<file path="src/rtl/stitch_pkg.sv">
// Shared helpers for the stitched-pipeline credit adapter: ceil-log2 and
// the counter/pointer widths derived from it.
package stitch_pkg;

    function automatic int unsigned clog2(input int unsigned n);
        int unsigned r;
        r = 0;
        for (int unsigned i = 0; i < 32; i++) begin
            if ((longint'(1) << i) < longint'(n)) r = i + 1;
        end
        return r;
    endfunction

    // Width able to hold 0..depth inclusive (credit / occupancy counters).
    function automatic int unsigned cnt_width(input int unsigned depth);
        return clog2(depth + 1);
    endfunction

    function automatic int unsigned ptr_width(input int unsigned depth);
        return (depth > 1) ? clog2(depth) : 1;
    endfunction

endpackage

</file>
<file path="src/rtl/stitch_sync_fifo.sv">
// WIDTH x DEPTH register FIFO with wrap-around binary pointers and an
// occupancy counter; head data is taken straight from the storage registers.
module stitch_sync_fifo
    import stitch_pkg::*;
#(
    parameter int unsigned WIDTH = 32,
    parameter int unsigned DEPTH = 5
) (
    input  logic                          clk_i,
    input  logic                          rst_i,
    input  logic                          push_i,
    input  logic [WIDTH-1:0]              data_i,
    input  logic                          pop_i,
    output logic [WIDTH-1:0]              data_o,
    output logic                          valid_o,
    output logic                          full_o,
    output logic [cnt_width(DEPTH)-1:0]   count_o
);
    localparam int unsigned PW = ptr_width(DEPTH);
    localparam int unsigned CW = cnt_width(DEPTH);

    logic [WIDTH-1:0] mem_q [DEPTH];
    logic [PW-1:0]    wptr_q, wptr_d, rptr_q, rptr_d;
    logic [CW-1:0]    count_q, count_d;
    logic             do_push, do_pop;

    always_comb begin
        valid_o = (count_q != '0);
        full_o  = (count_q == CW'(DEPTH));
        count_o = count_q;
        data_o  = valid_o ? mem_q[rptr_q] : '0;
        do_pop  = pop_i && valid_o;
        do_push = push_i && (!full_o || do_pop);

        wptr_d  = wptr_q;
        rptr_d  = rptr_q;
        count_d = count_q;
        if (do_push) wptr_d = (wptr_q == PW'(DEPTH - 1)) ? '0 : wptr_q + PW'(1);
        if (do_pop)  rptr_d = (rptr_q == PW'(DEPTH - 1)) ? '0 : rptr_q + PW'(1);
        if (do_push && !do_pop)      count_d = count_q + CW'(1);
        else if (do_pop && !do_push) count_d = count_q - CW'(1);
    end

    always_ff @(posedge clk_i) begin
        if (rst_i) begin
            wptr_q  <= '0;
            rptr_q  <= '0;
            count_q <= '0;
        end else begin
            wptr_q  <= wptr_d;
            rptr_q  <= rptr_d;
            count_q <= count_d;
        end
    end

    always_ff @(posedge clk_i) begin
        if (do_push) mem_q[wptr_q] <= data_i;
    end

endmodule

</file>
<file path="src/rtl/stitch_credit_adapter.sv">
// Valid/ready wrapper around a fixed-latency, stall-free pipeline: launches are
// credit-gated so the output FIFO never overflows; results are blanked after reset.
module stitch_credit_adapter
    import stitch_pkg::*;
#(
    parameter int unsigned WIDTH   = 32,
    parameter int unsigned LATENCY = 3,
    parameter int unsigned DEPTH   = 5
) (
    input  logic             clk,
    input  logic             rst,
    input  logic             up_valid,
    output logic             up_ready,
    output logic             pipe_in_valid,
    input  logic [WIDTH-1:0] pipe_out,
    input  logic             pipe_out_valid,
    output logic [WIDTH-1:0] out,
    output logic             out_valid,
    input  logic             out_ready,
    output logic             protocol_err
);
    localparam int unsigned CW = cnt_width(DEPTH);
    localparam int unsigned BW = cnt_width(LATENCY);

    logic [BW-1:0] blank_q, blank_d;
    logic [CW-1:0] used_q, used_d;
    logic          err_q, err_d;
    logic [CW-1:0] fifo_count;
    logic          fifo_full;
    logic          blanking, pop, live, no_token, overflow, push;

    always_comb begin
        blanking      = (blank_q != '0);
        up_ready      = !blanking && (used_q < CW'(DEPTH));
        pipe_in_valid = up_valid && up_ready;
        pop           = out_valid && out_ready;
        live          = pipe_out_valid && !blanking;
        no_token      = (used_q == fifo_count);
        overflow      = fifo_full && !pop;
        // Spurious results are dropped as well as flagged so used never falls below the FIFO count.
        push          = live && !overflow && !no_token;
        err_d         = err_q || (live && (overflow || no_token));
        blank_d       = blanking ? blank_q - BW'(1) : blank_q;

        used_d = used_q;
        if (pipe_in_valid && !pop)      used_d = used_q + CW'(1);
        else if (pop && !pipe_in_valid) used_d = used_q - CW'(1);
    end

    always_ff @(posedge clk) begin
        if (rst) begin
            blank_q <= BW'(LATENCY);
            used_q  <= '0;
            err_q   <= 1'b0;
        end else begin
            blank_q <= blank_d;
            used_q  <= used_d;
            err_q   <= err_d;
        end
    end

    assign protocol_err = err_q;

    stitch_sync_fifo #(
        .WIDTH (WIDTH),
        .DEPTH (DEPTH)
    ) u_fifo (
        .clk_i   (clk),
        .rst_i   (rst),
        .push_i  (push),
        .data_i  (pipe_out),
        .pop_i   (pop),
        .data_o  (out),
        .valid_o (out_valid),
        .full_o  (fifo_full),
        .count_o (fifo_count)
    );

endmodule
</file>
<file path="config.mk">
export PLATFORM = sky130hd
export DESIGN_NAME = stitch_credit_adapter
export DESIGN_NICKNAME = d
export VERILOG_FILES = /design/src/rtl/stitch_pkg.sv /design/src/rtl/stitch_sync_fifo.sv /design/src/rtl/stitch_credit_adapter.sv
export SDC_FILE = /design/constraint.sdc
export NUM_CORES = 1
export LEC_CHECK = 0
export BUFFER_PORTS_ARGS = -buffer_cell sky130_fd_sc_hd__buf_2
export CORE_AREA = 2 2 145 147
export CTS_BUF_LIST = sky130_fd_sc_hd__clkbuf_4 sky130_fd_sc_hd__clkbuf_8
export CTS_CLUSTER_DIAMETER = 100
export DETAILED_ROUTE_END_ITERATION = 12
export DIE_AREA = 0 0 147 149
export PLACE_DENSITY = 0.57
export RECOVER_POWER = 25
export SLEW_MARGIN = 20
export SYNTH_ARGS = -nofsm -noshare
export SYNTH_HDL_FRONTEND = slang
export SYNTH_SLANG_ARGS = --single-unit
</file>
<file path="constraint.sdc">
create_clock -name clk -period 4.41 [get_ports clk]
set_clock_uncertainty 0.1 [all_clocks]
set_input_delay 0 -clock clk [delete_from_list [all_inputs] [get_ports clk]]
set_output_delay 0 -clock clk [all_outputs]
set_load 0.01 [all_outputs]
</file>
== Word-level counts from Yosys, hierarchy flattened ==
Memory sizes are Yosys's and may differ from the RTL's. A register that Yosys moved wholly into a read port is not among the register bits.
Cells that the tools add are included.

* $add $sub $neg: 7
* Order comparisons: 1
* Equal/unequal tests: 4
* Muxes and demuxes: 11
* Reduce and logical (&&, ||, !) cells: 29

{| class="wikitable"
|+ Operator list
! operator !! number
|-
| 2-to-1 mux 32 bit || 1
|-
| 2-to-1 mux 3 bit || 8
|-
| logical AND 1 bit || 14
|-
| adder 3 x 1 -> 3 bit (second input constant) || 4
|-
| equality test 3 bit (second input constant) || 3
|-
| zero test 1 bit || 8
|-
| nonzero test 2 bit || 3
|-
| subtractor 3 x 1 -> 3 bit (second input constant) || 2
|-
| equality test 3 bit || 1
|-
| logical OR 1 bit || 3
|-
| < comparator 3 bit (second input constant) || 1
|-
| nonzero test 3 bit || 1
|-
| 2-to-1 mux 1 bit || 2
|-
| subtractor 2 x 1 -> 2 bit (second input constant) || 1
|}

* Bits in registers: 15
* Bits in writable memories: 160
* Input port bits: 37
* Memories: 1

{| class="wikitable"
|+ Memories
! memory !! words !! width !! read ports !! clocked after memory_dff !! write ports !! RTL line !! source
|-
| u_fifo.mem_q || 5 || 32 || 1 || 1 || 1 || stitch_sync_fifo.sv:22 || <nowiki>logic [WIDTH-1:0] mem_q [DEPTH];</nowiki>
|}

== Longest topological paths before layout ==
Gate-level depths: netlist (run 1).

* Word-level depth: 12
* Depth in mapped cells: 12
* Gate-level depth less buffers: 11

== Hierarchy ==
From an unflattened synthesis (run 1), not the netlist that was laid out.

* Cell total of the unflattened synthesis: 373
* Area, all modules: 7066.8 um^2

{| class="wikitable"
|+ By module, submodules not included
! module !! instances !! cells each !! area each (um^2)
|-
| stitch_sync_fifo || 1 || 334 || 6713.9
|-
| stitch_credit_adapter || 1 || 39 || 352.8
|}

== Least setup slack after synthesis (run 1) ==
No wires, ideal clock.

* Kind: flip-flop to flip-flop
* From: register u_fifo.count_q[0], in the netlist u_fifo.count_o[0]
* To: memory u_fifo.mem_q[0][0], enable pin
* Library setup time: 0.502 ns
* Arrival: 4.157 ns
* Data required time: 3.808 ns
* Path slack: -0.348 ns
* Stages on the path, launching flop included: 6
* Path buffers: 1
* Cell sequence: dfxtp_1 -> xor2_1 -> o31ai_2 -> or2_1 -> buf_6 -> nor4_1

* Cells in the longest elaborated chain, start to end: 10
* Elaborated cells between the ends (all ways): 16
* Those cells by class: 2 x eq/ne; 2 x mux; 12 x reduce/logical

{| class="wikitable"
|+ RTL lines
! item !! RTL line !! source
|-
| from (decl) || stitch_sync_fifo.sv:24 || <nowiki>logic [CW-1:0] count_q, count_d;</nowiki>
|-
| from (signal assigned) || stitch_sync_fifo.sv:52 || <nowiki>count_q <= count_d;</nowiki>
|-
| nonzero test 3 bit || stitch_sync_fifo.sv:28 || <nowiki>valid_o = (count_q != '0);</nowiki>
|-
| logical AND 1 bit || stitch_credit_adapter.sv:36 || <nowiki>pop = out_valid && out_ready;</nowiki>
|-
| zero test 1 bit || stitch_credit_adapter.sv:39 || <nowiki>overflow = fifo_full && !pop;</nowiki>
|-
| logical AND 1 bit || stitch_credit_adapter.sv:39 ||
|-
| zero test 1 bit || stitch_credit_adapter.sv:41 || <nowiki>push = live && !overflow && !no_token;</nowiki>
|-
| logical AND 1 bit (2 in a row) || stitch_credit_adapter.sv:41 ||
|-
| logical AND 1 bit (*) || stitch_sync_fifo.sv:33 || <nowiki>do_push = push_i && (!full_o || do_pop);</nowiki>
|-
| 2-to-1 mux 1 bit (*) || stitch_sync_fifo.sv:57 || <nowiki>if (do_push) mem_q[wptr_q] <= data_i;</nowiki>
|-
| 2-to-1 mux 1 bit (not written as such) (*) || stitch_sync_fifo.sv:57 ||
|-
| to (decl) || stitch_sync_fifo.sv:22 ||
|}

Mark *: on every way between the ends. The rest lies on a longest branch, timed or not.

==> key figures, run 1 <==
Layout
  – Seq. cell area: between 5000 and 6000 um2
  – Antenna Cells: 0
  – Fillers: approximately 1900
  – Finished Core Util: 0.409
  – Finished Layout Cells: 780
  – Area Growth Syn to Fin: 20.5%
  – Design Area, Final: 8410 um2
  – Commonest non-fill, non-tap cell in the layout: edfxtp_1
  – # nets final: 538
  – Fraction of layout cells with a size suffix above 1: 0.269
  – Multi-input logic area: approximately 1700 um2
  – Most frequent cells in the layout: 160 x edfxtp_1, 52 x buf_2, 40 x nor2_1, 37 x dlygate4sd3_1, 35 x mux2i_1

Timing
  – Final setup fails: 0
  – Unrepaired setup endpoints after global routing: no
  – Count of pins over their slew limit: 0
  – Worst-Margin Slew: ~900 ps
  – Period utilisation layout: 0.636
  – Min Tclk post-route: roughly 2800 ps
  – Max Freq: 357 MHz
  – Post-route setup slack: around 1600 ps
  – Final Hold Vio Count: 0
  – Slew HR: 0.390

Global route
  – Overflow after GRT: 0
  – Largest net degree at the start of global routing: 33
  – First-pass GRT wire length: ~21000 um
  – Met1 Track Usage GR: 0.159
  – GR Util met3: 0.0401
  – Global-route met2 utilization: 0.227
  – Vias in the first global route: 3883
  – Tot GR Track Use: 0.131
  – Most Crowded Layer GR: met2
  – Initial antenna violation count: 0

Logic synthesis
  – Mean cell area of the mapped netlist: 18.9 um2
  – Leading area contributor after synthesis: edfxtp_1
  – Mapped Cells: between 300 and 400
  – Sequential area share after synthesis: 0.740
  – Mapped Nets: between 400 and 500
  – Synth Register Bits: 178
  – Post-Syn Area: approximately 7000 um2
  – Yosys cell types: 38
  – Ranking of synthesized cells by area: edfxtp_1 69%, mux4_2 10%, dfxtp_1 5.2%, mux2i_1 5.0%, nor2_1 2.2%
  – Synth top area share: 0.688
  – Ys Warns: 0

Routing
  – Routed vias: roughly 3600
  – Routed wire length: around 14000 um
  – Drc violations: 0
  – Antenna-violating nets left: 0
  – Detailed Route Iter0 Violations: around 220
  – Routed wire per std cell: 17.4 um
  – First drt pass iteration count: 4
  – Via density: around 4.6

Worst setup path
  – Worst EP arrival: 2700 ps
  – CP startpoint kind: flop
  – Setup CP Type: flop to output pin
  – WP data required: around 4300 ps
  – Worst setup EP type: output pin
  – Worst-path maximum fanout: 23

Placed design
  – Placed Area: ~7700 um2
  – Post-DP HPWL: 8010 um
  – IO Port Bufs: between 70 and 80
  – Gp weighted congestion: 0.778
  – Worst Setup Slack post-DPL: 1640 ps
  – Cell count after placement: slightly above 700

Power
  – P_int: around 2.7 mW
  – Clk pwr share: 0.258
  – Switching Power: between 1 and 1.5 mW
  – Power, Total: ~3.8 mW
  – PD cells: between 400 and 500 nW/um2
  – VDD IR max: between 200 and 250 uV
  – Sw frac: 0.284
  – Leak Pwr: around 2.8 nW
  – Comb pwr share: 0.222
  – Sequential power share: 0.519

Floorplan
  – Die width: around 150 um
  – Core Region: between 20000 and 25000 um2
  – Die area: about 22000 um2
  – Row cnt: between 50 and 60
  – Die Y: ~150 um
  – I/O pin cnt: 73
  – Initial Utilization: 0.340

Clock tree
  – Clk buf depth: 2
  – Clock-pin slew on the worst setup and hold paths: approximately 80 ps
  – Root Driver: clkbuf_8
  – Number of buffers created by CTS: 17
  – Htree depth: 4
  – Clk_lat worst skew: 450 ps
  – TritonCTS clock tree: yes
  – CTS Sinks: between 150 and 200

Flow run
  – Max_cap viols: 0

Hold path
  – Min-Delay Path Class: primary input to flop

Outcome
  – Run status: finished, final reports clean
-- final timing paths --
check	startpoint	end	slack [ps]	cells past startpoint
hold reg to reg	blank_q[0]$_SDFFE_PP1P_	blank_q[0]$_SDFFE_PP1P_	400	2
setup reg to reg	u_fifo.count_o[0]$_SDFFE_PP0P_	u_fifo.count_o[2]$_SDFFE_PP0P_	1650	10
setup / recovery	flop	out[2]	1610	5
hold / removal	up_valid	used_q[0]$_SDFFE_PP0P_	100	5
-- layout make-up --
class,instances,share of cell area
inverter,12,0.00566
timing repair buffer,120,0.0938
tap,275,0.0409
sequential,178,0.615
clock inverter,13,0.0113
clock buffer,19,0.0296
multi-input combinational,163,0.204
-- state kept, by name (all words and copies together) (netlist names), named ones only --
signal          cells
protocol_err        1
u_fifo.rptr_q       3
u_fifo.wptr_q       3
blank_q             2
used_q              3
u_fifo.mem_q      160
u_fifo.count_o      3
-- worst max-delay path, stage by stage, from the launching register on --
cell     delay (ps)
dfxtp_2         920
buf_4           390
mux4_2          560
mux2i_1         150
nor2_1           50
buf_2           150
-- cells in the mapped netlist --
master,instances
inv_4,1
dfxtp_1,18
or3_1,2
inv_1,10
nand4b_1,1
o41ai_2,1
buf_4,3
a211o_1,1
nand3_1,1
mux2i_1,35
o311ai_1,1
o31ai_2,1
buf_1,5
a31o_1,2
xor2_1,8
nand2_1,7
mux4_2,32
nor2_1,40
o21ai_0,4
edfxtp_1,160
ha_1,7
fa_1,2
nor4_1,4
clkbuf_1,7
a21oi_1,4
nor4b_1,1
nor3_2,1
a31oi_1,1
nand4bb_1,1
and3_1,1
or2_1,1
buf_6,1
and4_4,1
and2_1,1
buf_2,1
mux2_2,1
nor3_1,1
inv_2,1
-- power by group through the flow --
stage	combinational, mW	clock [mW]	sequential [mW]
3_3_place_gp	0.825	0	2.02
2_1_floorplan	0.580	0	1.95
3_5_place_dp	0.844	0	2.02
6_report	0.845	0.982	1.97
5_1_grt	0.943	1.09	1.99
4_1_cts	0.874	1.01	1.98
-- kinds of logic (layout without fill, tap and decap cells) --
| group | after synthesis | in the layout | share of synthesized area |
|---|---|---|---|
| flops | 178 | 178 | 0.740 |
| mux | 68 | 68 | 0.155 |
| simple gates | 63 | 63 | 0.0420 |
| buf+inv | 29 | 164 | 0.0188 |
| compound gates | 15 | 15 | 0.0158 |
| fa+ha+maj | 9 | 9 | 0.0183 |
| xor+xnor | 8 | 8 | 0.0100 |
-- timing repair --
| action | in CTS | in global routing |
|---|---|---|
| resized for setup | 0 | 0 |
| hold buffers | 37 | 0 |
| hold endpoints to repair | 178 | 0 |
| buffers inserted | 0 | 0 |
| setup endpoints to repair | 0 | 0 |
-- metal layers --
metal | share of wire | vias to the layer above
li1 | - | 1686
met4 | 0.010 | 0
met2 | 0.51 | 81
met3 | 0.051 | 11
met5 | 0 | -
met1 | 0.43 | 1795
-- stage by stage --
stage | setup TNS, ps | hold slack (ps)
3_3_place_gp | 0 | 123
5_1_grt | 0 | 133
4_1_cts | 0 | 84.9
2_1_floorplan | -44560 | -3.75
6_report | 0 | 101
3_5_place_dp | 0 | 133
No activity file was read; power rests on OpenSTA's default activity.
==> run 2: changes to the inputs <==
Clock period 4.41 ns to 2.5 ns, I/O delays scaled along.
==> run 2 against run 1 <==
  * First-iteration DRC count rose by 2.8%
  * Final area up 2.9%
  * Via count increased by 2.5%
  * Final cell count grew 0.51%
  * Hold slack better by 20 ps
  * Count of clock-buffer cells in the layout is the same
  * Sequential power rose by 75%
  * Combinational power rose by 94%
  * Critical path type is now flop to flop
  * Critical endpoint is now u_fifo.count_o[2]$_SDFFE_PP0P_
==> key figures, run 2 (synthesis gave the netlist of run 1 again) <==
Layout
  – Antenna Cells: 0
  – Top reg by flops: u_fifo.mem_q
  – Area Growth Syn to Fin: 23.9%
  – Fraction of layout cells with a size suffix above 1: 0.305
  – Max FFs per register: 160
  – # nets final: roughly 540
  – Most frequent cells in the layout: 160 x edfxtp_1, 51 x buf_2, 40 x nor2_1, 36 x dlygate4sd3_1, 35 x mux2i_1
  – Multi-input logic area: 1780 um2
  – Commonest non-fill, non-tap cell in the layout: edfxtp_1
  – Seq. cell area: just over 5000 um2
  – Finished Core Util: 0.421
  – Fillers: about 1900

Worst setup path
  – R2r setup slk: 150 ps
  – Reg-to-Reg End: u_fifo.count_o[2]$_SDFFE_PP0P_
  – Worst R2R Start: u_fifo.count_o[0]$_SDFFE_PP0P_
  – CP startpoint kind: flop
  – Critical Path Source: u_fifo.count_o[0]$_SDFFE_PP0P_
  – Worst Setup EP: u_fifo.count_o[2]$_SDFFE_PP0P_
  – Setup CP Type: flop to flop
  – R2r worst-path depth: 10
  – WP data required: about 2800 ps
  – Worst EP arrival: approximately 2600 ps
  – Worst setup EP type: flop
  – Worst-path maximum fanout: 5

Floorplan
  – Initial Utilization: 0.340
  – Core Region: 20600 um2
  – I/O pin cnt: 73
  – Die width: 147 um
  – Die area: between 20000 and 25000 um2
  – Row cnt: 53
  – Die Y: around 150 um

Routing
  – First drt pass iteration count: 6
  – M1 WL: ~6100 um
  – Antenna-violating nets left: 0
  – Drc violations: 0
  – Routed wl met2: 6960 um
  – Met3 wire len: 581 um
  – Via density: 4.67
  – Routed wire per std cell: 17.6 um
  – Routed wire length: 13800 um
  – Detailed Route Iter0 Violations: about 220
  – DR top layer: met4
  – Routed vias: 3664

Clock tree
  – Htree depth: 4
  – TritonCTS clock tree: yes
  – Root Driver: clkbuf_8
  – Clk_lat worst skew: 450 ps
  – Number of buffers created by CTS: 17
  – CTS Sinks: about 180
  – Clock-pin slew on the worst setup and hold paths: approximately 90 ps
  – Clk buf depth: 2

Placed design
  – IO Port Bufs: a little over 70
  – Gp weighted congestion: roughly 0.68
  – Post-DP HPWL: about 8200 um

Global route
  – Largest net degree at the start of global routing: 33
  – Initial antenna violation count: 0
  – First-pass GRT wire length: 21400 um
  – Overflow after GRT: 0
  – Tot GR Track Use: 0.131
  – Vias in the first global route: about 3900

Hold path
  – WHS Path Cells: 5
  – Min-Delay Path Class: primary input to flop

Timing
  – Max Freq: roughly 420 MHz
  – Period utilisation layout: 0.941
  – Setup_tns: 0 ps
  – Count of pins over their slew limit: 0
  – Min Tclk post-route: roughly 2400 ps
  – Final Hold Vio Count: 0
  – Worst-Margin Slew: about 600 ps
  – Final setup fails: 0
  – Slew HR: 0.605

Power
  – VDD IR max: ~370 uV
  – Leak Pwr: ~2.8 nW
  – PD cells: ~810 nW/um2

Flow run
  – Max_cap viols: 0

Outcome
  – Run status: finished, final reports clean
## run 2: cell count changes in the layout (fill, tap and decap cells not counted), sizes merged
cell         delta
buf             +4
bufinv          +1
clkbuf          +1
clkinv          -5
clkinvlp        +2
dlygate4sd3     -1
inv             +2
## run 2: cell type report
cell class                      count  share of cell area
Clock buffer                       19              0.0288
Clock inverter                     13              0.0158
Inverter                           12             0.00550
Multi-Input combinational cell    163               0.206
Sequential cell                   178               0.600
Tap cell                          275              0.0398
Timing Repair Buffer              124               0.104
## run 2: how the worst min path moves through the flow
| stage | end | slack [ps] | startpoint |
|---|---|---|---|
| after floorplan | u_fifo.wptr_q[2]$_SDFFE_PP0P_ | -2 | rst |
| after global placement | u_fifo.mem_q[2][16]$_DFFE_PP_ | 130 | pipe_out[16] |
| after detailed placement | u_fifo.mem_q[4][7]$_DFFE_PP_ | 140 | pipe_out[7] |
| after CTS | used_q[0]$_SDFFE_PP0P_ | 80 | up_valid |
| after global routing | used_q[0]$_SDFFE_PP0P_ | 170 | up_valid |
| final | used_q[0]$_SDFFE_PP0P_ | 120 | up_valid |
## run 2: where the power goes
group          switching [mW]  internal (mW)
Sequential              0.114           3.34
Combinational           0.877          0.760
Clock                    1.01          0.907
## run 2: worst max-delay path: stages (launching register included)
cell and delay (ps):
dfxtp_4 420, xor2_2 150, o31ai_2 100, or2_4 250
inv_4 50, ha_1 170, inv_1 60, fa_1 380
xor2_1 180, or3_1 300, a21oi_1 120
## run 2: what timing repair did
action / 4_1_cts / 5_1_grt
hold endpoints to repair: 178 / 0
setup endpoints to repair: 0 / 1
buffers inserted: 0 / 3
hold buffers: 36 / 0
resized for setup: 0 / 8
## run 2: per-layer routing
| metal | global-route usage | vias up |
|---|---|---|
| li1 | - | 1695 |
| met1 | 0.164 | 1882 |
| met2 | 0.225 | 72 |
| met3 | 0.0327 | 15 |
| met4 | 0.0447 | 0 |
| met5 | 0 | - |
## run 2: per-stage QoR
| step | hold slack [ps] | power [mW] | cell area, um2 | setup slack [ps] | std cells |
|---|---|---|---|---|---|
| 2_1_floorplan | -1.60 | 4.49 | 7060 | -83.1 | 370 |
| 3_3_place_gp | 126 | 5.08 | 7880 | 147 | 713 |
| 3_5_place_dp | 135 | 5.12 | 7880 | 77.6 | 713 |
| 4_1_cts | 76.9 | 7.08 | 8620 | 41.2 | 781 |
| 5_1_grt | 165 | 7.36 | 8650 | -6.01 | 784 |
| 6_report | 121 | 7.00 | 8650 | 147 | 784 |
==> run 3: changes to the inputs <==
Settings changed: MAX_ROUTING_LAYER from default to met4.
==> run 3 against run 2 <==
  * Final cell count unchanged
  * First-iteration DRC count increased by 17%
  * Largest power group unchanged
  * Flip-flop and latch count unchanged
  * Die area unchanged
  * Via count about the same
  * Hold slack improved by 1.9 ps
  * Clock power about the same
  * Sequential share of layout area unchanged
==> key figures, run 3 (synthesis gave the netlist of run 1 again) <==
Outcome
  – Run status: finished, final reports clean

Timing
  – Post-route setup slack: 140 ps
  – Final setup fails: 0
  – Min Tclk post-route: about 2400 ps
  – Setup_tns: 0 ps
  – Max Freq: between 400 and 500 MHz
  – Final Hold Vio Count: 0
  – Count of pins over their slew limit: 0
  – Worst-Margin Slew: around 590 ps
  – Period utilisation layout: 0.944
  – WHS: 123 ps
  – Slew HR: 0.607

Global route
  – Initial antenna violation count: 0
  – Vias in the first global route: 3936
  – Tot GR Track Use: 0.135
  – Overflow after GRT: 0
  – Largest net degree at the start of global routing: 33
  – First-pass GRT wire length: 21500 um

Placed design
  – Cell count after placement: 713
  – Worst Setup Slack post-DPL: 77.6 ps
  – IO Port Bufs: 72
  – Placed Area: between 7000 and 8000 um2
  – Post-DP HPWL: between 8000 and 9000 um
  – Gp weighted congestion: 0.691

Layout
  – Seq. cell area: approximately 5200 um2
  – Area Growth Syn to Fin: 23.9%
  – Fillers: roughly 1900
  – Finished Core Util: 0.421
  – # nets final: 542
  – Design Area, Final: between 8000 and 9000 um2
  – Most frequent cells in the layout: 160 x edfxtp_1, 51 x buf_2, 40 x nor2_1, 36 x dlygate4sd3_1, 35 x mux2i_1
  – Multi-input logic area: roughly 1800 um2
  – Max FFs per register: 160
  – Top reg by flops: u_fifo.mem_q
  – Fraction of layout cells with a size suffix above 1: 0.305
  – Finished Layout Cells: about 780
  – Commonest non-fill, non-tap cell in the layout: edfxtp_1
  – Antenna Cells: 0

Worst setup path
  – CP startpoint kind: flop
  – WP data required: about 2800 ps
  – Worst setup EP type: flop
  – Setup CP Type: flop to flop
  – Worst-path maximum fanout: 5
  – Worst EP arrival: about 2600 ps

Routing
  – Routed wire length: between 10000 and 15000 um
  – Routed vias: ~3700
  – Drc violations: 0
  – First drt pass iteration count: 4
  – Detailed Route Iter0 Violations: 261
  – Via density: 4.67
  – Routed wire per std cell: between 15 and 20 um
  – Antenna-violating nets left: 0

Clock tree
  – TritonCTS clock tree: yes
  – Clock-pin slew on the worst setup and hold paths: 90 ps
  – Clk_lat worst skew: between 400 and 500 ps
  – Number of buffers created by CTS: 17
  – Htree depth: 4
  – CTS Sinks: around 180
  – Clk buf depth: 2
  – Root Driver: clkbuf_8

Flow run
  – Max_cap viols: 0

Floorplan
  – Die Y: roughly 150 um
  – Row cnt: 53
  – Initial Utilization: 0.340
  – Core Region: 20600 um2
  – I/O pin cnt: 73
  – Die area: 21900 um2
  – Die width: approximately 150 um

Power
  – VDD IR max: 367 uV
  – PD cells: 810 nW/um2
  – Power, Total: between 7 and 8 mW
  – Leak Pwr: between 2 and 3 nW

Hold path
  – Min-Delay Path Class: primary input to flop
run 3: cell counts in the layout (fill, tap and decap cells not counted):
Identical to the previous run, type by type.
run 3: timing repair:
action / 4_1_cts / 5_1_grt
setup endpoints to repair: 0 / 1
hold buffers: 36 / 0
endpoints found under the hold margin: 178 / 0
gates resized for setup: 0 / 8
setup buffers: 0 / 3
run 3: final cells by class:
| type | instances | area share |
|---|---|---|
| Clock inverter | 13 | 0.0158 |
| Inverter | 12 | 0.00550 |
| Timing Repair Buffer | 124 | 0.104 |
| Multi-Input combinational cell | 163 | 0.206 |
| Sequential cell | 178 | 0.600 |
| Clock buffer | 19 | 0.0288 |
| Tap cell | 275 | 0.0398 |
run 3: path summary, 6_finish.rpt:
| path | startpoint | cells past startpoint | slack (ps) | end |
|---|---|---|---|---|
| min reg2reg | blank_q[0]$_SDFFE_PP1P_ | 2 | 400 | blank_q[0]$_SDFFE_PP1P_ |
| min | up_valid | 5 | 120 | used_q[0]$_SDFFE_PP0P_ |
| max | u_fifo.count_o[0]$_SDFFE_PP0P_ | 10 | 140 | u_fifo.count_o[2]$_SDFFE_PP0P_ |
| max reg2reg | u_fifo.count_o[0]$_SDFFE_PP0P_ | 10 | 140 | u_fifo.count_o[2]$_SDFFE_PP0P_ |
run 3: per-layer routing:
metal	up-vias	share of wire	GRT usage
met2	67	0.51	0.226
met5	-	0	-
li1	1695	-	-
met3	16	0.040	0.0318
met1	1885	0.44	0.164
met4	0	0.015	0.0447
run 3: report_power, final:
group          total, mW  switching, mW  internal, mW
sequential          3.45          0.115          3.34
clock               1.91           1.01         0.908
combinational       1.64          0.877         0.760
total               7.00           2.00          5.00
run 3: critical path, cell delays in order (launching register included):
cell	delay [ps]
dfxtp_4	420
xor2_2	150
o31ai_2	100
or2_4	250
inv_4	50
ha_1	170
inv_1	60
fa_1	380
xor2_1	180
or3_1	300
a21oi_1	120
